--- config.mk ---
export PLATFORM = sky130hd
export DESIGN_NAME = alu_issue_stage_flat
export DESIGN_NICKNAME = d
export VERILOG_FILES = /design/src/rtl/alu_pkg.sv /design/src/rtl/alu_issue_stage_if.sv /design/src/rtl/alu_cmd_fifo.sv /design/src/rtl/alu_issue_stage.sv /design/src/flat_wrapper.sv
export SDC_FILE = /design/constraint.sdc
export NUM_CORES = 1
export LEC_CHECK = 0
export CAP_MARGIN = 20
export CORE_UTILIZATION = 55
export DETAILED_ROUTE_END_ITERATION = 7
export DONT_BUFFER_PORTS = 1
export MAX_ROUTING_LAYER = met4
export PLACE_DENSITY_LB_ADDON = 0.1
export SYNTH_ARGS = -nofsm -noshare
export SYNTH_HDL_FRONTEND = slang
export SYNTH_SLANG_ARGS = --single-unit
--- constraint.sdc ---
create_clock -name clk -period 1.6 [get_ports clk]
set_input_delay 0 -clock clk [delete_from_list [all_inputs] [get_ports clk]]
set_output_delay 0 -clock clk [all_outputs]
set_load 0.005 [all_outputs]
--- src/rtl/alu_pkg.sv ---
// Shared types, opcodes and default widths for the ALU issue/capture slice.
package alu_pkg;

  localparam int DW = 4;
  localparam int SW = 4;
  localparam int OW = 7;

  typedef enum logic [1:0] {
    IDLE = 2'd0,
    EXEC = 2'd1,
    DONE = 2'd2
  } state_e;

  localparam logic [SW-1:0] OP_ADD  = 4'b0000;
  localparam logic [SW-1:0] OP_SUB  = 4'b0001;
  localparam logic [SW-1:0] OP_MUL  = 4'b0010;
  localparam logic [SW-1:0] OP_DIV  = 4'b0011;
  localparam logic [SW-1:0] OP_SHL  = 4'b0100;
  localparam logic [SW-1:0] OP_SHR  = 4'b0101;
  localparam logic [SW-1:0] OP_ROL  = 4'b0110;
  localparam logic [SW-1:0] OP_ROR  = 4'b0111;
  localparam logic [SW-1:0] OP_AND  = 4'b1000;
  localparam logic [SW-1:0] OP_OR   = 4'b1001;
  localparam logic [SW-1:0] OP_XOR  = 4'b1010;
  localparam logic [SW-1:0] OP_NOR  = 4'b1011;
  localparam logic [SW-1:0] OP_NAND = 4'b1100;
  localparam logic [SW-1:0] OP_XNOR = 4'b1101;
  localparam logic [SW-1:0] OP_GT   = 4'b1110;
  localparam logic [SW-1:0] OP_EQ   = 4'b1111;

  function automatic logic is_div0(input logic [SW-1:0] sel, input logic [DW-1:0] b);
    return (sel == OP_DIV) && (b == {DW{1'b0}});
  endfunction

endpackage

--- src/rtl/alu_issue_stage_if.sv ---
// Command, ALU-drive and result handshake bundle of the ALU issue stage.
interface alu_issue_stage_if import alu_pkg::*; #(parameter int TW = 8);

  logic          cmd_valid;
  logic          cmd_ready;
  logic [DW-1:0] cmd_a;
  logic [DW-1:0] cmd_b;
  logic [SW-1:0] cmd_sel;
  logic [DW-1:0] alu_a;
  logic [DW-1:0] alu_b;
  logic [SW-1:0] alu_sel;
  logic [OW-1:0] alu_out;
  logic          res_valid;
  logic          res_ready;
  logic [OW-1:0] res_data;
  logic [TW-1:0] res_tag;
  logic          res_err;

  modport slave (
    input  cmd_valid, cmd_a, cmd_b, cmd_sel, alu_out, res_ready,
    output cmd_ready, alu_a, alu_b, alu_sel, res_valid, res_data, res_tag, res_err
  );

  modport master (
    output cmd_valid, cmd_a, cmd_b, cmd_sel, alu_out, res_ready,
    input  cmd_ready, alu_a, alu_b, alu_sel, res_valid, res_data, res_tag, res_err
  );

endinterface

--- src/rtl/alu_cmd_fifo.sv ---
// Command FIFO; the extra pointer bit separates full from empty, and a write is
// only visible at the head from the following edge.
module alu_cmd_fifo #(
  parameter int DEPTH = 4,
  parameter int W     = 12
) (
  input  logic         clk,
  input  logic         rst_n,
  input  logic         push,
  input  logic         pop,
  input  logic [W-1:0] din,
  output logic [W-1:0] dout,
  output logic         full,
  output logic         empty
);

  localparam int AW = $clog2(DEPTH);

  logic [W-1:0] mem_r [DEPTH];
  logic [AW:0]  wr_ptr_r;
  logic [AW:0]  rd_ptr_r;

  assign empty = (wr_ptr_r == rd_ptr_r);
  assign full  = (wr_ptr_r[AW] != rd_ptr_r[AW]) && (wr_ptr_r[AW-1:0] == rd_ptr_r[AW-1:0]);
  assign dout  = mem_r[rd_ptr_r[AW-1:0]];

  // Pointer update; both wrap naturally modulo 2*DEPTH.
  always_ff @(posedge clk or negedge rst_n) begin
    if (!rst_n) begin
      wr_ptr_r <= {(AW+1){1'b0}};
      rd_ptr_r <= {(AW+1){1'b0}};
    end else begin
      if (push && !full) wr_ptr_r <= wr_ptr_r + (AW+1)'(1);
      if (pop && !empty) rd_ptr_r <= rd_ptr_r + (AW+1)'(1);
    end
  end

  // Storage write.
  always_ff @(posedge clk) begin
    if (push && !full) mem_r[wr_ptr_r[AW-1:0]] <= din;
  end

endmodule

--- src/rtl/alu_issue_stage.sv ---
// Issue/capture stage around the combinational ALU: FIFO -> operand regs -> result reg.
// Optional ALU_DIV0_CHECK_EN forces res_data=0 and res_err=1 on divide by zero.
module alu_issue_stage import alu_pkg::*; #(
  parameter int DEPTH = 4,
  parameter int TW    = 8
) (
  input  logic               clk,
  input  logic               rst_n,
  alu_issue_stage_if.slave   bus
);

  localparam int PW = 2*DW + SW;

  logic          push_s;
  logic          pop_s;
  logic          full_s;
  logic          empty_s;
  logic [PW-1:0] din_s;
  logic [PW-1:0] dout_s;
  logic          div0_s;
  logic [OW-1:0] cap_data_s;
  state_e        state_r;
  state_e        next_state_s;
  logic [DW-1:0] alu_a_r;
  logic [DW-1:0] alu_b_r;
  logic [SW-1:0] alu_sel_r;
  logic          res_valid_r;
  logic [OW-1:0] res_data_r;
  logic [TW-1:0] res_tag_r;
  logic          res_err_r;
  logic [TW-1:0] tag_cnt_r;

  assign push_s        = bus.cmd_valid && !full_s;
  assign din_s         = {bus.cmd_a, bus.cmd_b, bus.cmd_sel};
  assign bus.cmd_ready = !full_s;
  assign bus.alu_a     = alu_a_r;
  assign bus.alu_b     = alu_b_r;
  assign bus.alu_sel   = alu_sel_r;
  assign bus.res_valid = res_valid_r;
  assign bus.res_data  = res_data_r;
  assign bus.res_tag   = res_tag_r;
  assign bus.res_err   = res_err_r;

  alu_cmd_fifo #(.DEPTH(DEPTH), .W(PW)) u_fifo (
    .clk   (clk),
    .rst_n (rst_n),
    .push  (push_s),
    .pop   (pop_s),
    .din   (din_s),
    .dout  (dout_s),
    .full  (full_s),
    .empty (empty_s)
  );

  // Next-state and pop decision.
  always_comb begin
    next_state_s = state_r;
    pop_s        = 1'b0;
    case (state_r)
      IDLE: begin
        if (!empty_s) begin
          next_state_s = EXEC;
          pop_s        = 1'b1;
        end else begin
          next_state_s = IDLE;
        end
      end
      EXEC: next_state_s = DONE;
      DONE: begin
        if (bus.res_ready) begin
          if (!empty_s) begin
            next_state_s = EXEC;
            pop_s        = 1'b1;
          end else begin
            next_state_s = IDLE;
          end
        end else begin
          next_state_s = DONE;
        end
      end
      default: next_state_s = IDLE;
    endcase
  end

  // Value captured into the result register at the end of EXEC.
  always_comb begin
    div0_s = 1'b0;
`ifdef ALU_DIV0_CHECK_EN
    div0_s = is_div0(alu_sel_r, alu_b_r);
`endif
    if (div0_s) begin
      cap_data_s = {OW{1'b0}};
    end else begin
      cap_data_s = bus.alu_out;
    end
  end

  // State, ALU operand, result and tag registers.
  always_ff @(posedge clk or negedge rst_n) begin
    if (!rst_n) begin
      state_r     <= IDLE;
      alu_a_r     <= {DW{1'b0}};
      alu_b_r     <= {DW{1'b0}};
      alu_sel_r   <= {SW{1'b0}};
      res_valid_r <= 1'b0;
      res_data_r  <= {OW{1'b0}};
      res_tag_r   <= {TW{1'b0}};
      res_err_r   <= 1'b0;
      tag_cnt_r   <= {TW{1'b0}};
    end else begin
      state_r     <= next_state_s;
      res_valid_r <= (next_state_s == DONE);
      if (pop_s) {alu_a_r, alu_b_r, alu_sel_r} <= dout_s;
      if (state_r == EXEC) begin
        res_data_r <= cap_data_s;
        res_tag_r  <= tag_cnt_r;
        res_err_r  <= div0_s;
        tag_cnt_r  <= tag_cnt_r + TW'(1);
      end
    end
  end

endmodule

--- src/flat_wrapper.sv ---
// flat-port wrapper written by rule: the top's interface ports become plain ports
module alu_issue_stage_flat import alu_pkg::*;
#(
  parameter int DEPTH = 4,
  parameter int TW    = 8
)
  (clk, rst_n, bus_cmd_valid, bus_cmd_a, bus_cmd_b, bus_cmd_sel, bus_alu_out, bus_res_ready, bus_cmd_ready, bus_alu_a, bus_alu_b, bus_alu_sel, bus_res_valid, bus_res_data, bus_res_tag, bus_res_err);
  alu_issue_stage_if #(.TW(TW)) bus_i ();
  input  logic clk;
  input  logic rst_n;
  input wire logic [$bits(bus_i.cmd_valid)-1:0] bus_cmd_valid;
  input wire logic [$bits(bus_i.cmd_a)-1:0] bus_cmd_a;
  input wire logic [$bits(bus_i.cmd_b)-1:0] bus_cmd_b;
  input wire logic [$bits(bus_i.cmd_sel)-1:0] bus_cmd_sel;
  input wire logic [$bits(bus_i.alu_out)-1:0] bus_alu_out;
  input wire logic [$bits(bus_i.res_ready)-1:0] bus_res_ready;
  output wire logic [$bits(bus_i.cmd_ready)-1:0] bus_cmd_ready;
  output wire logic [$bits(bus_i.alu_a)-1:0] bus_alu_a;
  output wire logic [$bits(bus_i.alu_b)-1:0] bus_alu_b;
  output wire logic [$bits(bus_i.alu_sel)-1:0] bus_alu_sel;
  output wire logic [$bits(bus_i.res_valid)-1:0] bus_res_valid;
  output wire logic [$bits(bus_i.res_data)-1:0] bus_res_data;
  output wire logic [$bits(bus_i.res_tag)-1:0] bus_res_tag;
  output wire logic [$bits(bus_i.res_err)-1:0] bus_res_err;
  assign bus_i.cmd_valid = bus_cmd_valid;
  assign bus_i.cmd_a = bus_cmd_a;
  assign bus_i.cmd_b = bus_cmd_b;
  assign bus_i.cmd_sel = bus_cmd_sel;
  assign bus_i.alu_out = bus_alu_out;
  assign bus_i.res_ready = bus_res_ready;
  assign bus_cmd_ready = bus_i.cmd_ready;
  assign bus_alu_a = bus_i.alu_a;
  assign bus_alu_b = bus_i.alu_b;
  assign bus_alu_sel = bus_i.alu_sel;
  assign bus_res_valid = bus_i.res_valid;
  assign bus_res_data = bus_i.res_data;
  assign bus_res_tag = bus_i.res_tag;
  assign bus_res_err = bus_i.res_err;
  alu_issue_stage #(.DEPTH(DEPTH), .TW(TW)) u_core (.clk(clk), .rst_n(rst_n), .bus(bus_i));
endmodule
=== After elaboration in Yosys (flattened, before gate mapping) ===
Memory sizes are Yosys's and may differ from the RTL's. A register that Yosys moved wholly into a read port is not among the register bits.
Cells that the tools add are included.

* Multiplexer cells: 8
* $add $sub $neg: 3
* Equality and inequality tests: 6
* Reductions and logical operators: 8

{| class="wikitable"
|+ Operators with widths
! kind !! count
|-
| adder 8 x 1 -> 8 bit, second input constant || 1
|-
| adder 3 x 1 -> 3 bit, second input constant || 2
|-
| case mux 2 bit (3 select lines) || 1
|-
| 2-to-1 mux 1 bit || 5
|-
| == test 2 bit, second input constant || 2
|-
| logical AND 1 bit || 4
|-
| == test 3 bit || 1
|-
| zero test 1 bit || 3
|-
| == test 2 x 1 -> 1 bit, second input constant || 1
|-
| == test 2 bit || 1
|-
| zero test 2 bit || 1
|-
| 2-to-1 mux 2 bit || 1
|-
| case mux 1 bit (2 select lines) || 1
|-
| != test 1 bit || 1
|}

* Bits in writable memories: 48
* Logic and storage cells: 33
* Bits in registers: 32
* Memories kept: 1
* Output and inout bits: 30

{| class="wikitable"
|+ Memories
! name !! words !! bits a word !! read ports !! clocked after Yosys merged registers in !! wr ports !! line !! text
|-
| u_core.u_fifo.mem_r || 4 || 12 || 1 || 1 || 1 || alu_cmd_fifo.sv:19 || <nowiki>logic [W-1:0] mem_r [DEPTH];</nowiki>
|}

=== Depth between registers and ports, before layout ===
* Depth after elaboration: 7
* Gate-level depth with buffers: 6

=== Hierarchy ===
A second synthesis with hierarchy kept.

* Cells, all modules: 242
* Area total of the unflattened synthesis: 3753.6 µm²

{| class="wikitable"
|+ By module, submodules not included
! module !! area an instance (µm²) !! sequential area each (µm²) !! cells an instance !! instances
|-
| alu_cmd_fifo || 2204.6 || 1591.5 || 112 || 1
|-
| alu_issue_stage || 1549.0 || 950.9 || 130 || 1
|}

=== Worst setup path before layout ===
OpenSTA, ideal clock, no wires.

* Path type: register to register
* From: register u_core.u_fifo.rd_ptr_r[0]
* To: register u_core.alu_a_r[0] (netlist: u_core.bus.alu_a[0]), read port of u_core.u_fifo.mem_r
* Library setup time: 125 ps
* Setup slack: -170 ps
* Period minus slack after synthesis: 1770 ps
* Path buffers: 2
* Arrival time: 1645 ps
* Cell stages (with the launch flop): 6
* Data required time: 1475 ps
* Path through: dfrtp_1 > buf_4 > xnor2_1 > a311oi_4 > buf_6 > mux2_2

* Word-level cells in the longest chain between the ends: 4

{| class="wikitable"
|+ RTL lines
! element !! line !! text
|-
| from (decl) || alu_cmd_fifo.sv:21 || <nowiki>logic [AW:0] rd_ptr_r;</nowiki>
|-
| from (signal assigned) || alu_cmd_fifo.sv:31 || <nowiki>rd_ptr_r <= {(AW+1){1'b0}};</nowiki>
|-
| from (signal assigned) || alu_cmd_fifo.sv:34 || <nowiki>if (pop && !empty) rd_ptr_r <= rd_ptr_r + (AW+1)'(1);</nowiki>
|-
| == test 3 bit || alu_cmd_fifo.sv:23 || <nowiki>assign empty = (wr_ptr_r == rd_ptr_r);</nowiki>
|-
| 2-to-1 mux 1 bit || alu_issue_stage.sv:61, alu_issue_stage.sv:71 ||
|-
| 2-to-1 mux 1 bit || alu_issue_stage.sv:70 || <nowiki>if (bus.res_ready) begin</nowiki>
|-
| case mux 1 bit (2 select lines) || alu_issue_stage.sv:59 || <nowiki>case (state_r)</nowiki>
|-
| to (decl) || alu_issue_stage.sv:24 || <nowiki>logic [DW-1:0] alu_a_r;</nowiki>
|}

Parallel ways exist; a longest one is shown, timed or not.
A chain may end at the register's enable or synchronous reset.

=== Worst setup path after layout ===
* From: register u_core.u_fifo.rd_ptr_r[1]
* To: register u_core.alu_sel_r[2] (netlist: u_core.bus.alu_sel[2]), read port of u_core.u_fifo.mem_r

* Word-level cells in the longest chain between the ends: 4

{| class="wikitable"
|+ RTL lines
! element !! line !! text
|-
| == test 3 bit || alu_cmd_fifo.sv:23 ||
|-
| 2-to-1 mux 1 bit || alu_issue_stage.sv:61, alu_issue_stage.sv:71 ||
|-
| 2-to-1 mux 1 bit || alu_issue_stage.sv:70 ||
|-
| case mux 1 bit (2 select lines) || alu_issue_stage.sv:59 ||
|-
| to (decl) || alu_issue_stage.sv:26 || <nowiki>logic [SW-1:0] alu_sel_r;</nowiki>
|}

Parallel ways exist; a longest one is shown, timed or not.

==> impl_metrics.tcl <==
set metrics [dict create \
    synth_common_cells "nand2_1, edfxtp_1, dfrtp_1, mux2_2" \
    initial_core_util_pct 58.35 \
    hold_path.class "primary input to register" \
    ir_worst_vdd_mv 1.039 \
    via_count 1901 \
    critPathKind "register to register" \
    io_buffers 0 \
    clk_pin_slew_ps 90 \
    slew_violations 0 \
    async_flop_share_pct 47.83 \
    synth_area_leader_cell "edfxtp_1" \
    first_pass_iters 4 \
    io_pins 53 \
    fp.dieW_um 82.42 \
    viasPerCell 5.510 \
    crit_arrival_ps 1860 \
    crit_family "flip-flops" \
    drt_iter0_markers 47 \
    postSynthCellCount 220 \
    clk_latency_ps 360 \
    outcome "complete, but fails checks" \
    crit_required_ps 1840 \
    core_area_sq_um 6096 \
    dieArea_sq_um 6793 \
    final_cell_area_sq_um 4392 \
    fmax_ghz 0.6172 \
    drive_above_1_share_pct 27.78 \
    r2r-start "u_core.u_fifo.rd_ptr_r[1]" \
    leakage_nw 1.796 \
    syn_avg_cell_area_sq_um 16.17 \
    synth_area_leaders "edfxtp_1, dfrtp_1, mux4_2" \
    violations "negative setup slack" \
    end_kind "register" \
    final_cells 345 \
    routed_wl_um 6006 \
    finalSetupViolations 48 \
    grt_pass1_vias 1944 \
    power_mw 8.892 \
    hold_viol_final 0 \
    synthesis.nets 249 \
    cts_made_buffers 9 \
    maxCapViolCount 0 \
    rsz0062_at_grt "yes" \
    min_from "bus_cmd_valid" \
    track_usage_pct 20.42 \
    clock-skew-final_ps 9.443 \
    synth_edf_count 48 \
    seq_area_frac_synth_pct 71.47 \
    area_growth_pct 23.46 \
    grt_max_degree 45 \
    grt_pass1_wl_um 9094 \
    path_cells "xnor2_2 -> a311oi_4 -> buf_6 -> mux2_2" \
    gp_congestion 0.7838 \
    critPathMaxStageDelay_ps 430 \
    drc 0 \
    synth_top_area_share_pct 40.52 \
    placedCellCount 302 \
    yosys_register_bits 92 \
    utilization_pct 72.04 \
    syn_area_sq_um 3557 \
    grt_overflow_total 0 \
    dp_hpwl_um 3789 \
    cts-root-buf "clkbuf_8" \
    clock-sinks 92 \
    ant_nets 0 \
    rows 28 \
    p_per_area_nw_per_um2 2025 \
    die_h_um 82.42 \
    synth.most_common_cell "nand2_1" \
    synth_cell_types 23 \
    startpoint "u_core.u_fifo.rd_ptr_r[1]" \
    cts_buffer_depth 2 \
    wl_per_cell_um 17.41 \
    place_area_sq_um 3831 \
    min_period_ps 1620 \
    cts_tree "built" \
    antenna_found_initial 0 \
    nets 294 \
    crit_path_max_fanout 6 \
    yosys_most_used_dff "edfxtp_1" \
    worst_slack_ps -20.12 \
    cts-htree-levels 3 \
    diodes 0 \
    finalCritPeriodShare_pct 101.3 \
    yosysWarnings 0 \
    critPathBufInv 1 \
    slowest_stage "dfrtp_2" \
    start_kind "register" \
]
-- metal layers --
layer	vias to the layer above	routed length, um	track usage (%)
li1	869	-	-
met1	960	2462	21.05
met2	62	3206	36.36
met3	10	240	4.396
met4	0	96	10.70
met5	-	0	-
-- registers in the layout, summed over array words and instances (netlist names) --
| signal | cells |
|---|---|
| u_core.bus.alu_a | 4 |
| u_core.bus.alu_b | 4 |
| u_core.bus.alu_sel | 4 |
| u_core.bus.res_data | 7 |
| u_core.bus.res_tag | 8 |
| u_core.bus.res_valid | 1 |
| u_core.state_r | 2 |
| u_core.tag_cnt_r | 8 |
| u_core.u_fifo.mem_r | 48 |
| u_core.u_fifo.rd_ptr_r | 3 |
| u_core.u_fifo.wr_ptr_r | 3 |
-- area by class of cell --
class,instances,area [sq um]
clock buffers,9,123.9
repair buffers,43,447.9
flip-flops and latches,92,2546
fillers,402,1704
inverters,2,7.507
well taps,75,93.84
clock inverters,7,121.4
multi-input cells,117,1051
-- logic make-up after synthesis --
family                   share of synthesized area (%)
flip-flops                                       71.47
AND/OR/NAND/NOR                                  8.196
multiplexers                                     12.03
XOR/XNOR                                         3.447
buffers and inverters                            1.618
adder cells (fa/ha/maj)                          2.110
AO/OA/AOI/OAI                                    1.020
other                                           0.1054
-- path summary, 6_finish.rpt --
kind                                              to  slack (ps)  cells after the start
max                            u_core.bus.alu_sel[2]         -20                      4
max reg2reg                    u_core.bus.alu_sel[2]         -20                      4
min reg2reg                      u_core.tag_cnt_r[7]         480                      1
min                        u_core.u_fifo.mem_r[1][5]          80                      2
max in group asynchronous  u_core.u_fifo.rd_ptr_r[0]        1270                      2
min in group asynchronous      u_core.bus.res_tag[1]         110                      2
-- through the flow --
| step | TNS (ps) | setup slack [ps] | hold slack (ps) |
|---|---|---|---|
| 2_1_floorplan | -691.7 | -78.38 | -295.6 |
| 3_3_place_gp | -44.89 | -3.912 | -294.7 |
| 3_5_place_dp | -2408 | -52.98 | -294.6 |
| 4_1_cts | -457.5 | -23.74 | 74.11 |
| 5_1_grt | -3286 | -70.58 | 78.47 |
| 6_report | -382.2 | -20.12 | 82.62 |
-- placed cells by master (no fill, tap or decap), types with 3 or more instances in the layout --
| master | n |
|---|---|
| and3_4 | 4 |
| buf_12 | 5 |
| buf_4 | 14 |
| bufinv_16 | 3 |
| clkbuf_8 | 9 |
| dfrtp_1 | 41 |
| dfrtp_2 | 3 |
| dlygate4sd3_1 | 22 |
| edfxtp_1 | 48 |
| ha_1 | 6 |
| mux2_2 | 4 |
| mux2_4 | 10 |
| mux4_2 | 12 |
| nand2_1 | 52 |
| nand4_1 | 3 |
| xnor2_1 | 9 |
-- what timing repair did --
item | CTS | global route
setup endpoints to repair | 61 | 64
resized for setup | 11 | 1
pin swaps | 2 | 1
hold buffers | 23 | 0
buffers inserted | 2 | 2
hold endpoints to repair | 103 | 0
-- report_power, final --
group	switching (mW)	internal (mW)	leakage [nW]
clock	0.790	1.05	0.124
sequential	0.523	3.33	0.979
combinational	1.38	1.82	0.692
(Power assumes the default switching activity.)
